--- config.mk ---
export PLATFORM = sky130hd
export DESIGN_NAME = pwm_shadow_loader
export DESIGN_NICKNAME = d
export VERILOG_FILES = /design/src/rtl/PKG_pwm.sv /design/src/rtl/pwm_shadow_bank.sv /design/src/rtl/pwm_shadow_loader.sv
export SDC_FILE = /design/constraint.sdc
export NUM_CORES = 1
export LEC_CHECK = 0
export CORE_ASPECT_RATIO = 1.4
export CORE_MARGIN = 2
export CORE_UTILIZATION = 35
export CTS_CLUSTER_DIAMETER = 150
export CTS_CLUSTER_SIZE = 12
export DETAILED_ROUTE_END_ITERATION = 8
export GPL_ROUTABILITY_DRIVEN = 0
export SYNTH_ARGS = -nofsm -noshare
export SYNTH_HDL_FRONTEND = slang
export SYNTH_SLANG_ARGS = --single-unit
export TNS_END_PERCENT = 1
--- constraint.sdc ---
create_clock -name clk -period 3.1 [get_ports clk]
set_input_delay 0.93 -clock clk [delete_from_list [all_inputs] [get_ports clk]]
set_output_delay 0.93 -clock clk [all_outputs]
set_load 0.01 [all_outputs]
--- src/rtl/PKG_pwm.sv ---
// Shared PWM package: core widths and mode types, plus the shadow loader's
// address map, FSM state enum and mode-word field positions.
package PKG_pwm;

    localparam int unsigned PWMCOUNT_WIDTH = 16;
    localparam int unsigned DTCOUNT_WIDTH  = 12;
    localparam int unsigned EVTCOUNT_WIDTH = 8;

    typedef enum logic [1:0] {
        COUNT_UP     = 2'd0,
        COUNT_DOWN   = 2'd1,
        COUNT_UPDOWN = 2'd2
    } _count_mode;

    typedef enum logic [1:0] {
        NO_MASK     = 2'd0,
        MIN_MASK    = 2'd1,
        MAX_MASK    = 2'd2,
        MINMAX_MASK = 2'd3
    } _mask_mode;

    typedef enum logic {
        CARR_OFF = 1'b0,
        CARR_ON  = 1'b1
    } _carr_onoff;

    typedef enum logic {
        PWM_OFF = 1'b0,
        PWM_ON  = 1'b1
    } _pwm_onoff;

    localparam int unsigned SHD_AW = 3;

    localparam logic [SHD_AW-1:0] SHD_ADDR_PERIOD   = 3'd0;
    localparam logic [SHD_AW-1:0] SHD_ADDR_COMPARE  = 3'd1;
    localparam logic [SHD_AW-1:0] SHD_ADDR_INITCARR = 3'd2;
    localparam logic [SHD_AW-1:0] SHD_ADDR_EVTCNT   = 3'd3;
    localparam logic [SHD_AW-1:0] SHD_ADDR_DTIME_A  = 3'd4;
    localparam logic [SHD_AW-1:0] SHD_ADDR_DTIME_B  = 3'd5;
    localparam logic [SHD_AW-1:0] SHD_ADDR_MODE     = 3'd6;
    localparam logic [SHD_AW-1:0] SHD_ADDR_RSVD     = 3'd7;

    typedef enum logic [1:0] {
        IDLE  = 2'd0,
        ARMED = 2'd1,
        LOAD  = 2'd2
    } _shadow_state;

    // Mode word (address 6) field positions
    localparam int unsigned MODE_CNT_LSB  = 0;
    localparam int unsigned MODE_MSK_LSB  = 2;
    localparam int unsigned MODE_CARR_BIT = 4;
    localparam int unsigned MODE_SEL_LSB  = 5;
    localparam int unsigned MODE_LA_BIT   = 8;
    localparam int unsigned MODE_LB_BIT   = 9;

endpackage

--- src/rtl/pwm_shadow_bank.sv ---
// Shadow/active register pair for the PWM channel-1 settings; the active bank
// takes the whole shadow bank on load, with compare clamped to period.
module pwm_shadow_bank
    import PKG_pwm::*;
#(
    parameter int unsigned PW = PWMCOUNT_WIDTH,
    parameter int unsigned DW = DTCOUNT_WIDTH,
    parameter int unsigned EW = EVTCOUNT_WIDTH
) (
    input  logic              clk,
    input  logic              reset,
    input  logic              wr_en,
    input  logic [SHD_AW-1:0] wr_addr,
    input  logic [15:0]       wr_data,
    input  logic              load,
    output logic [PW-1:0]     period_c1,
    output logic [PW-1:0]     compare_c1,
    output logic [PW-1:0]     initcarr_c1,
    output logic [EW-1:0]     eventcount_c1,
    output logic [DW-1:0]     dtime_A_c1,
    output logic [DW-1:0]     dtime_B_c1,
    output _count_mode        countmode_c1,
    output _mask_mode         maskmode_c1,
    output _carr_onoff        carr_onoff_c1,
    output logic [2:0]        carrsel_c1,
    output logic              logic_A_c1,
    output logic              logic_B_c1
);

    logic [PW-1:0] period_s, compare_s, initcarr_s, compare_load;
    logic [EW-1:0] eventcount_s;
    logic [DW-1:0] dtime_A_s, dtime_B_s;
    _count_mode    countmode_s;
    _mask_mode     maskmode_s;
    _carr_onoff    carr_onoff_s;
    logic [2:0]    carrsel_s;
    logic          logic_A_s, logic_B_s;

    // Shadow bank: software-visible staging registers
    always_ff @(posedge clk) begin
        if (reset) begin
            period_s     <= '0;
            compare_s    <= '0;
            initcarr_s   <= '0;
            eventcount_s <= '0;
            dtime_A_s    <= '0;
            dtime_B_s    <= '0;
            countmode_s  <= COUNT_UPDOWN;
            maskmode_s   <= MIN_MASK;
            carr_onoff_s <= CARR_OFF;
            carrsel_s    <= 3'd0;
            logic_A_s    <= 1'b1;
            logic_B_s    <= 1'b1;
        end else if (wr_en) begin
            case (wr_addr)
                SHD_ADDR_PERIOD:   period_s     <= PW'(wr_data);
                SHD_ADDR_COMPARE:  compare_s    <= PW'(wr_data);
                SHD_ADDR_INITCARR: initcarr_s   <= PW'(wr_data);
                SHD_ADDR_EVTCNT:   eventcount_s <= EW'(wr_data);
                SHD_ADDR_DTIME_A:  dtime_A_s    <= DW'(wr_data);
                SHD_ADDR_DTIME_B:  dtime_B_s    <= DW'(wr_data);
                SHD_ADDR_MODE: begin
                    countmode_s  <= _count_mode'(wr_data[MODE_CNT_LSB +: 2]);
                    maskmode_s   <= _mask_mode'(wr_data[MODE_MSK_LSB +: 2]);
                    carr_onoff_s <= _carr_onoff'(wr_data[MODE_CARR_BIT]);
                    carrsel_s    <= wr_data[MODE_SEL_LSB +: 3];
                    logic_A_s    <= wr_data[MODE_LA_BIT];
                    logic_B_s    <= wr_data[MODE_LB_BIT];
                end
                default: ;
            endcase
        end
    end

    // A compare beyond the period would never match; pin it to the period
    always_comb begin
        compare_load = compare_s;
        if (compare_s > period_s) compare_load = period_s;
    end

    always_ff @(posedge clk) begin
        if (reset) begin
            period_c1     <= '0;
            compare_c1    <= '0;
            initcarr_c1   <= '0;
            eventcount_c1 <= '0;
            dtime_A_c1    <= '0;
            dtime_B_c1    <= '0;
            countmode_c1  <= COUNT_UPDOWN;
            maskmode_c1   <= MIN_MASK;
            carr_onoff_c1 <= CARR_OFF;
            carrsel_c1    <= 3'd0;
            logic_A_c1    <= 1'b1;
            logic_B_c1    <= 1'b1;
        end else if (load) begin
            period_c1     <= period_s;
            compare_c1    <= compare_load;
            initcarr_c1   <= initcarr_s;
            eventcount_c1 <= eventcount_s;
            dtime_A_c1    <= dtime_A_s;
            dtime_B_c1    <= dtime_B_s;
            countmode_c1  <= countmode_s;
            maskmode_c1   <= maskmode_s;
            carr_onoff_c1 <= carr_onoff_s;
            carrsel_c1    <= carrsel_s;
            logic_A_c1    <= logic_A_s;
            logic_B_c1    <= logic_B_s;
        end
    end

endmodule

--- src/rtl/pwm_shadow_loader.sv ---
// Double-buffered PWM channel-1 loader: commits the shadow bank atomically on
// the next carrier event. Optional watchdog enabled by PWM_SHADOW_TIMEOUT_EN.
module pwm_shadow_loader
    import PKG_pwm::*;
#(
    parameter int unsigned PW     = PWMCOUNT_WIDTH,
    parameter int unsigned DW     = DTCOUNT_WIDTH,
    parameter int unsigned EW     = EVTCOUNT_WIDTH,
    parameter int unsigned TO_CYC = 65535
) (
    input  logic              clk,
    input  logic              reset,
    input  logic              wr_en,
    input  logic [SHD_AW-1:0] wr_addr,
    input  logic [15:0]       wr_data,
    input  logic              commit,
    input  logic              pwm_run,
    input  logic              sync_evt,
    output logic [PW-1:0]     period_c1,
    output logic [PW-1:0]     compare_c1,
    output logic [PW-1:0]     initcarr_c1,
    output logic [EW-1:0]     eventcount_c1,
    output logic [DW-1:0]     dtime_A_c1,
    output logic [DW-1:0]     dtime_B_c1,
    output _count_mode        countmode_c1,
    output _mask_mode         maskmode_c1,
    output _carr_onoff        carr_onoff_c1,
    output logic [2:0]        carrsel_c1,
    output logic              logic_A_c1,
    output logic              logic_B_c1,
    output logic              pending,
    output logic              loaded,
    output logic              wr_err,
    output logic              timeout
);

    _shadow_state state, state_next;
    logic         shadow_we, timeout_next;

`ifdef PWM_SHADOW_TIMEOUT_EN
    localparam int unsigned TCW = $clog2(TO_CYC + 1);
    logic [TCW-1:0] tmo_cnt;
    logic           tmo_hit;

    // Watchdog counts only while armed; leaving ARMED clears it for the next arm
    always_ff @(posedge clk) begin
        if (reset || state != ARMED) tmo_cnt <= '0;
        else                         tmo_cnt <= tmo_cnt + TCW'(1);
    end
`else
    logic to_cyc_unused;
    assign to_cyc_unused = |TO_CYC;
`endif

    always_ff @(posedge clk) begin
        if (reset) state <= IDLE;
        else       state <= state_next;
    end

    always_comb begin
        state_next = state;
`ifdef PWM_SHADOW_TIMEOUT_EN
        tmo_hit    = 1'b0;
`endif
        case (state)
            IDLE:  if (commit) state_next = pwm_run ? ARMED : LOAD;
            ARMED: begin
                if (sync_evt || !pwm_run) begin
                    state_next = LOAD;
                end
`ifdef PWM_SHADOW_TIMEOUT_EN
                else if (tmo_cnt == TCW'(TO_CYC)) begin
                    state_next = LOAD;
                    tmo_hit    = 1'b1;
                end
`endif
            end
            LOAD:    state_next = IDLE;
            default: state_next = IDLE;
        endcase
    end

    // Sticky watchdog flag, cleared by the next load reached the normal way
    always_comb begin
        timeout_next = 1'b0;
`ifdef PWM_SHADOW_TIMEOUT_EN
        timeout_next = timeout;
        if (tmo_hit)                                   timeout_next = 1'b1;
        else if (state_next == LOAD && state != LOAD)  timeout_next = 1'b0;
`endif
    end

    assign shadow_we = wr_en && (state == IDLE) && (wr_addr != SHD_ADDR_RSVD);

    always_ff @(posedge clk) begin
        if (reset) begin
            pending <= 1'b0;
            loaded  <= 1'b0;
            wr_err  <= 1'b0;
            timeout <= 1'b0;
        end else begin
            pending <= (state_next == ARMED);
            loaded  <= (state == LOAD);
            wr_err  <= wr_en && ((state != IDLE) || (wr_addr == SHD_ADDR_RSVD));
            timeout <= timeout_next;
        end
    end

    pwm_shadow_bank #(.PW(PW), .DW(DW), .EW(EW)) u_bank (
        .clk           (clk),
        .reset         (reset),
        .wr_en         (shadow_we),
        .wr_addr       (wr_addr),
        .wr_data       (wr_data),
        .load          (state == LOAD),
        .period_c1     (period_c1),
        .compare_c1    (compare_c1),
        .initcarr_c1   (initcarr_c1),
        .eventcount_c1 (eventcount_c1),
        .dtime_A_c1    (dtime_A_c1),
        .dtime_B_c1    (dtime_B_c1),
        .countmode_c1  (countmode_c1),
        .maskmode_c1   (maskmode_c1),
        .carr_onoff_c1 (carr_onoff_c1),
        .carrsel_c1    (carrsel_c1),
        .logic_A_c1    (logic_A_c1),
        .logic_B_c1    (logic_B_c1)
    );

endmodule

# [Yosys cells after proc, flatten, opt, wreduce, memory -nomap -nowiden]
# Index checks and enable logic that the tools add are counted.
# Widths: inputs -> output; s select.
[op_classes] magnitude_cmp=1 eq_ne=11 n_mux=5 reduce_logical=16
[op_table] cell="$gt 16x16->1" n=1
[op_table] cell="$mux 16" n=1
[op_table] cell="$reduce_and 2->1" n=7
[op_table] cell="$eq 3x3->1 const B" n=4
[op_table] cell="$eq 3x2->1 const B" n=2
[op_table] cell="$mux 2" n=3
[op_table] cell="$eq 2x1->1 const B" n=2
[op_table] cell="$pmux 2 s2" n=1
[op_table] cell="$eq 3x1->1 const B" n=1
[op_table] cell="$logic_and 1x1->1" n=3
[op_table] cell="$logic_not 3->1" n=1
[op_table] cell="$ne 3x3->1 const B" n=1
[op_table] cell="$eq 2x2->1 const B" n=1
[op_table] cell="$logic_not 2->1" n=1
[op_table] cell="$logic_or 1x1->1" n=2
[op_table] cell="$reduce_bool 2->1" n=1
[op_table] cell="$logic_not 1->1" n=1
[totals] register_bits=185 in_bits=25 word_cells=61

# [Longest topological paths before layout]
# Gate-level depths: netlist of the first run.
[logic_depth] ltp_word=5 ltp_mapped=9

# [Hierarchy]
# From an unflattened synthesis of the first run, not the netlist that was laid out.
[unflattened] cells_unflattened=828 hier_area_um2=7363.3
[modules_own_cells] mod="pwm_shadow_bank" instances=1 cells_per_inst=808 area_per_inst_um2=7129.3
[modules_own_cells] mod="pwm_shadow_loader" instances=1 cells_per_inst=20 area_per_inst_um2=234.0

# [Worst setup path before layout of the first run]
# No wires, ideal clock.
[synth_timing] kind="input to register" startpoint="input wr_addr[0]" endpoint="register u_bank.carr_onoff_s" arrival_ns=2.350 path_slack_ns=0.623 path_stages=7 path_buffers=2 cell_sequence="buf_2 -> a311oi_2 -> nand3_1 -> nor3b_2 -> buf_2 -> mux2i_1 -> nor2_1"
[synth_between] elab_chain_cells=3 elab_cells_between_ends=4 classes_between="eq/ne (2); reduce/logical (2)"
[synth_rtl] item="start: declaration" line_no="pwm_shadow_loader.sv:14" source="input logic [SHD_AW-1:0] wr_addr,"
[synth_rtl] item="$ne 3x3->1" line_no="pwm_shadow_loader.sv:93" source="assign shadow_we = wr_en && (state == IDLE) && (wr_addr != SHD_ADDR_RSVD);"
[synth_rtl] item="$logic_and 1x1->1" line_no="pwm_shadow_loader.sv:93"
[synth_rtl] item="$reduce_and 2->1 (no source line) (*)"
[synth_rtl] item="end signal: assignment" line_no="pwm_shadow_bank.sv:65" source="carr_onoff_s <= _carr_onoff'(wr_data[MODE_CARR_BIT]);"
[synth_rtl] item="end: declaration" line_no="pwm_shadow_bank.sv:35" source="_carr_onoff carr_onoff_s;"
# Mark *: on every way between the ends. The rest lies on a longest branch, timed or not.
# A chain may end at the register's enable or synchronous reset.

# [Worst setup path in the final report of the first run]
[layout_timing] startpoint="register u_bank.period_s[7]" endpoint="register u_bank.compare_c1[13]"
[layout_between] elab_chain_cells=2
[layout_rtl] item="start: declaration" line_no="pwm_shadow_bank.sv:30" source="logic [PW-1:0] period_s, compare_s, initcarr_s, compare_load;"
[layout_rtl] item="start signal: assignment" line_no="pwm_shadow_bank.sv:56" source="SHD_ADDR_PERIOD: period_s <= PW'(wr_data);"
[layout_rtl] item="$gt 16x16->1" line_no="pwm_shadow_bank.sv:78" source="if (compare_s > period_s) compare_load = period_s;"
[layout_rtl] item="$mux 16" line_no="pwm_shadow_bank.sv:78"
[layout_rtl] item="end signal: assignment" line_no="pwm_shadow_bank.sv:97" source="compare_c1 <= compare_load;"
[layout_rtl] item="end: declaration" line_no="pwm_shadow_bank.sv:17" source="output logic [PW-1:0] compare_c1,"
# Every way passes these cells.

==> results.py, run 1 <==
metrics = {
    "synthesis": {
        "avgSynthCellArea_um2": 8.94,
        "synth_edf_count": 0,
        "syn_nets": 829,
        "ys_seq_area_share_pct": 52.6,
        "ys_async_sr_fraction_pct": 0,
        "yosys.area.top_type": "dfxtp_1",
        "syn_inst": 788,
        "synth.area.top_cells": "dfxtp_1, mux2i_1, nand2_1, a21oi_1, nor2_1",
        "yosysTopAreaCellShare_pct": 52.6,
        "synthFlopType": "dfxtp_1",
        "ys_seq_elements": 185,
        "yosysWarningCount": 0,
        "synth_area_mm2": 0.00705,
        "ys_types": 37,
        "synth.most_common_cell": "nand2_1",
        "synth_top_cells_by_count": "nand2_1, dfxtp_1, nor2_1, a21oi_1, mux2i_1",
    },
    "timing": {
        "slew_violations": 0,
        "rsz0062_at_grt": "no",
        "slew_headroom_pct": 28.2,
        "fin_crit_sh_pct": 92.6,
        "fin_tns_setup_ns": 0,
        "setup_violations": 0,
        "fmaxAchievable_mhz": 348,
        "worstMarginPinSlew_ns": 1.08,
        "hold_violations": 0,
        "clock_skew_ns": 0.00782,
        "fin_crit_ns": 2.87,
        "holdWs_ns": 0.449,
        "fin_ws_ns": 0.229,
    },
    "grt": {
        "grt_pass1_vias": 5364,
        "antenna_found_initial": 0,
        "track_usage_pct": 18.1,
        "overflow": 0,
        "grt_pass1_wl_um": 29000,
        "grt_max_degree": 80,
    },
    "worst_setup_path": {
        "path_max_fanout": 16,
        "crit_path_start_kind": "flop",
        "worstPathRequired_ns": 3.44,
        "endpoint_kind": "flop",
        "r2r_start": "u_bank.period_s[7]",
        "startpoint": "u_bank.period_s[7]",
        "crit_arrival_ns": 3.21,
        "crit_type": "reg -> reg",
    },
    "pwr": {
        "irDropWorstVdd_mv": 0.366,
        "leakagePower_uw": 0.00342,
        "p_int_uw": 3910,
        "power_frac_clock_pct": 43.5,
        "pwr-share-seq_pct": 47.9,
        "switchingPower_uw": 1200,
        "power_frac_comb_pct": 8.6,
        "power_uw": 5110,
        "switching_share_pct": 23.5,
        "powerDensity_mw_per_mm2": 560,
    },
    "clocking": {
        "htreeDepth": 4,
        "cts-hold-fix-buffers": 0,
        "cts_resized": 0,
        "cts_buffers": 17,
        "clk_path_buf_depth": 2,
        "cts.sinks": 185,
        "tritoncts": "built",
        "clockRootBuffer": "clkbuf_16",
        "clkTransAtPathRegs_ns": 0.07,
        "post_cts_buffers": 0,
        "clk_latency_ns": 0.43,
    },
    "drt": {
        "drc": 0,
        "vias_per_cell": 4.78,
        "met1_length_um": 8140,
        "routed_wl_um": 18700,
        "drt-initial-drc-count": 268,
        "dr.pass1.iters": 4,
        "met2_length_um": 9470,
        "maxUsedRoutingLayer": "met4",
        "dr_total_vias": 5526,
        "antenna_left": 0,
        "wl_met3_um": 665,
        "wire_per_inst_um": 16.2,
    },
    "placed_design": {
        "placed_cell_area_mm2": 0.00852,
        "port_buffers": 117,
        "place_ws_ns": 0.158,
        "dpl.hpwl_um": 12400,
    },
    "layout": {
        "regArea_mm2": 0.00370,
        "fill_cells": 1981,
        "finalInstanceArea_mm2": 0.00912,
        "diodes": 0,
        "multiInputGateArea_mm2": 0.00305,
        "final_nets": 932,
        "syn2layout_area_growth_pct": 29.5,
        "drive_gt1_share_pct": 7.31,
    },
    "min_path": {
        "hold_path_class": "reg -> reg",
        "hp-start": "u_bank.dtime_B_s[10]",
    },
    "status": {
        "status": "finished, final reports clean",
    },
    "die": {
        "start_util_pct": 35.5,
        "boundaryPins": 119,
        "chipWidth_um": 124,
        "row_count": 61,
        "die_h_um": 172,
        "die-area_mm2": 0.0213,
        "core-area_mm2": 0.0198,
    },
    "run": {
        "drv_cap": 0,
    },
}
## path summary, 6_finish.rpt
path,endpoint,slack [ns],cells past startpoint
max reg2reg,u_bank.compare_c1[13],0.23,8
max,u_bank.compare_c1[13],0.23,8
min,u_bank.dtime_B_c1[10],0.45,2
min reg2reg,u_bank.dtime_B_c1[10],0.45,2
## placed cells by master, fill, tap and decap left out, drive strengths merged, types with 2 or more instances in the layout
master         instances
a211o                  4
mux2i                 87
clkinv                 6
a21oi                 93
nor2b                  6
nor3b                  3
clkinvlp               3
nand4                  2
clkbuf                19
nand3b                 6
ha                    16
inv                   17
bufinv                 3
nor4                   2
nand2                186
dfxtp                185
clkdlybuf4s50        116
buf                   23
a211oi                16
nand3                  3
nor2                  92
nor3                   2
nor4b                  2
## metal layers
metal | up-vias | global-route usage [%]
met5 | - | 0
met4 | 0 | 6.89
met3 | 26 | 3.69
met2 | 105 | 31.7
met1 | 2579 | 21.6
li1 | 2816 | -
## kinds of logic (layout without fill, tap and decap cells)
kind of cell	after synthesis	count (layout)	share of synthesized area, %
other cells	1	1	0.0532
mux	87	87	12.4
flops	185	185	52.6
simple gates	307	307	17.9
buf+inv	72	187	4.28
fa+ha+maj	16	16	2.84
compound gates	120	120	10.0
## critical path: stages, from the launching register on
cell and delay, ns:
dfxtp_1 0.39, inv_1 0.06, ha_1 0.29, a21oi_2 0.12
o21ai_1 0.09, a221o_1 0.38, o31ai_4 0.86, mux2i_1 0.29
a211oi_1 0.28
## flip-flops by register name, indices dropped and copies added (netlist names), 8 cells and up
register and flops:
u_bank.compare_c1 16, u_bank.compare_s 16, u_bank.dtime_A_c1 12, u_bank.dtime_A_s 12, u_bank.dtime_B_c1 12, u_bank.dtime_B_s 12, u_bank.eventcount_c1 8, u_bank.eventcount_s 8
u_bank.initcarr_c1 16, u_bank.initcarr_s 16, u_bank.period_c1 16, u_bank.period_s 16
## stage by stage
step,util [%],cells
CTS,46.0,1155
finish,46.0,1155
global placement,42.9,1124
detailed placement,42.9,1124
global route,46.0,1155
floorplan,-,788
## power by group through the flow
stage	combinational, uW	sequential [uW]	clock [uW]
2_1_floorplan	267	2510	0
3_3_place_gp	443	2500	0
3_5_place_dp	446	2500	0
4_1_cts	447	2450	2270
5_1_grt	480	2450	2360
6_report	440	2450	2220
## area by class of cell
cell class / count / share of cell area, %
inverters: 17 / 0.699
well taps: 252 / 3.46
clock inverters: 12 / 1.65
multi-input cells: 531 / 33.4
clock buffers: 19 / 4.96
flip-flops and latches: 185 / 40.6
repair buffers: 139 / 15.2
(Power assumes the default switching activity.)
==> run 2, diff against run 1 <==
--- a/config.mk
+++ b/config.mk
@@ -5,6 +5,7 @@
 export SDC_FILE = /design/constraint.sdc
 export NUM_CORES = 1
 export LEC_CHECK = 0
+export ABC_AREA = 0
 export CORE_ASPECT_RATIO = 1.4
 export CORE_MARGIN = 2
 export CORE_UTILIZATION = 35
==> results of run 2 <==
No change in the layout: final DEF, timing and power equal those of run 1.
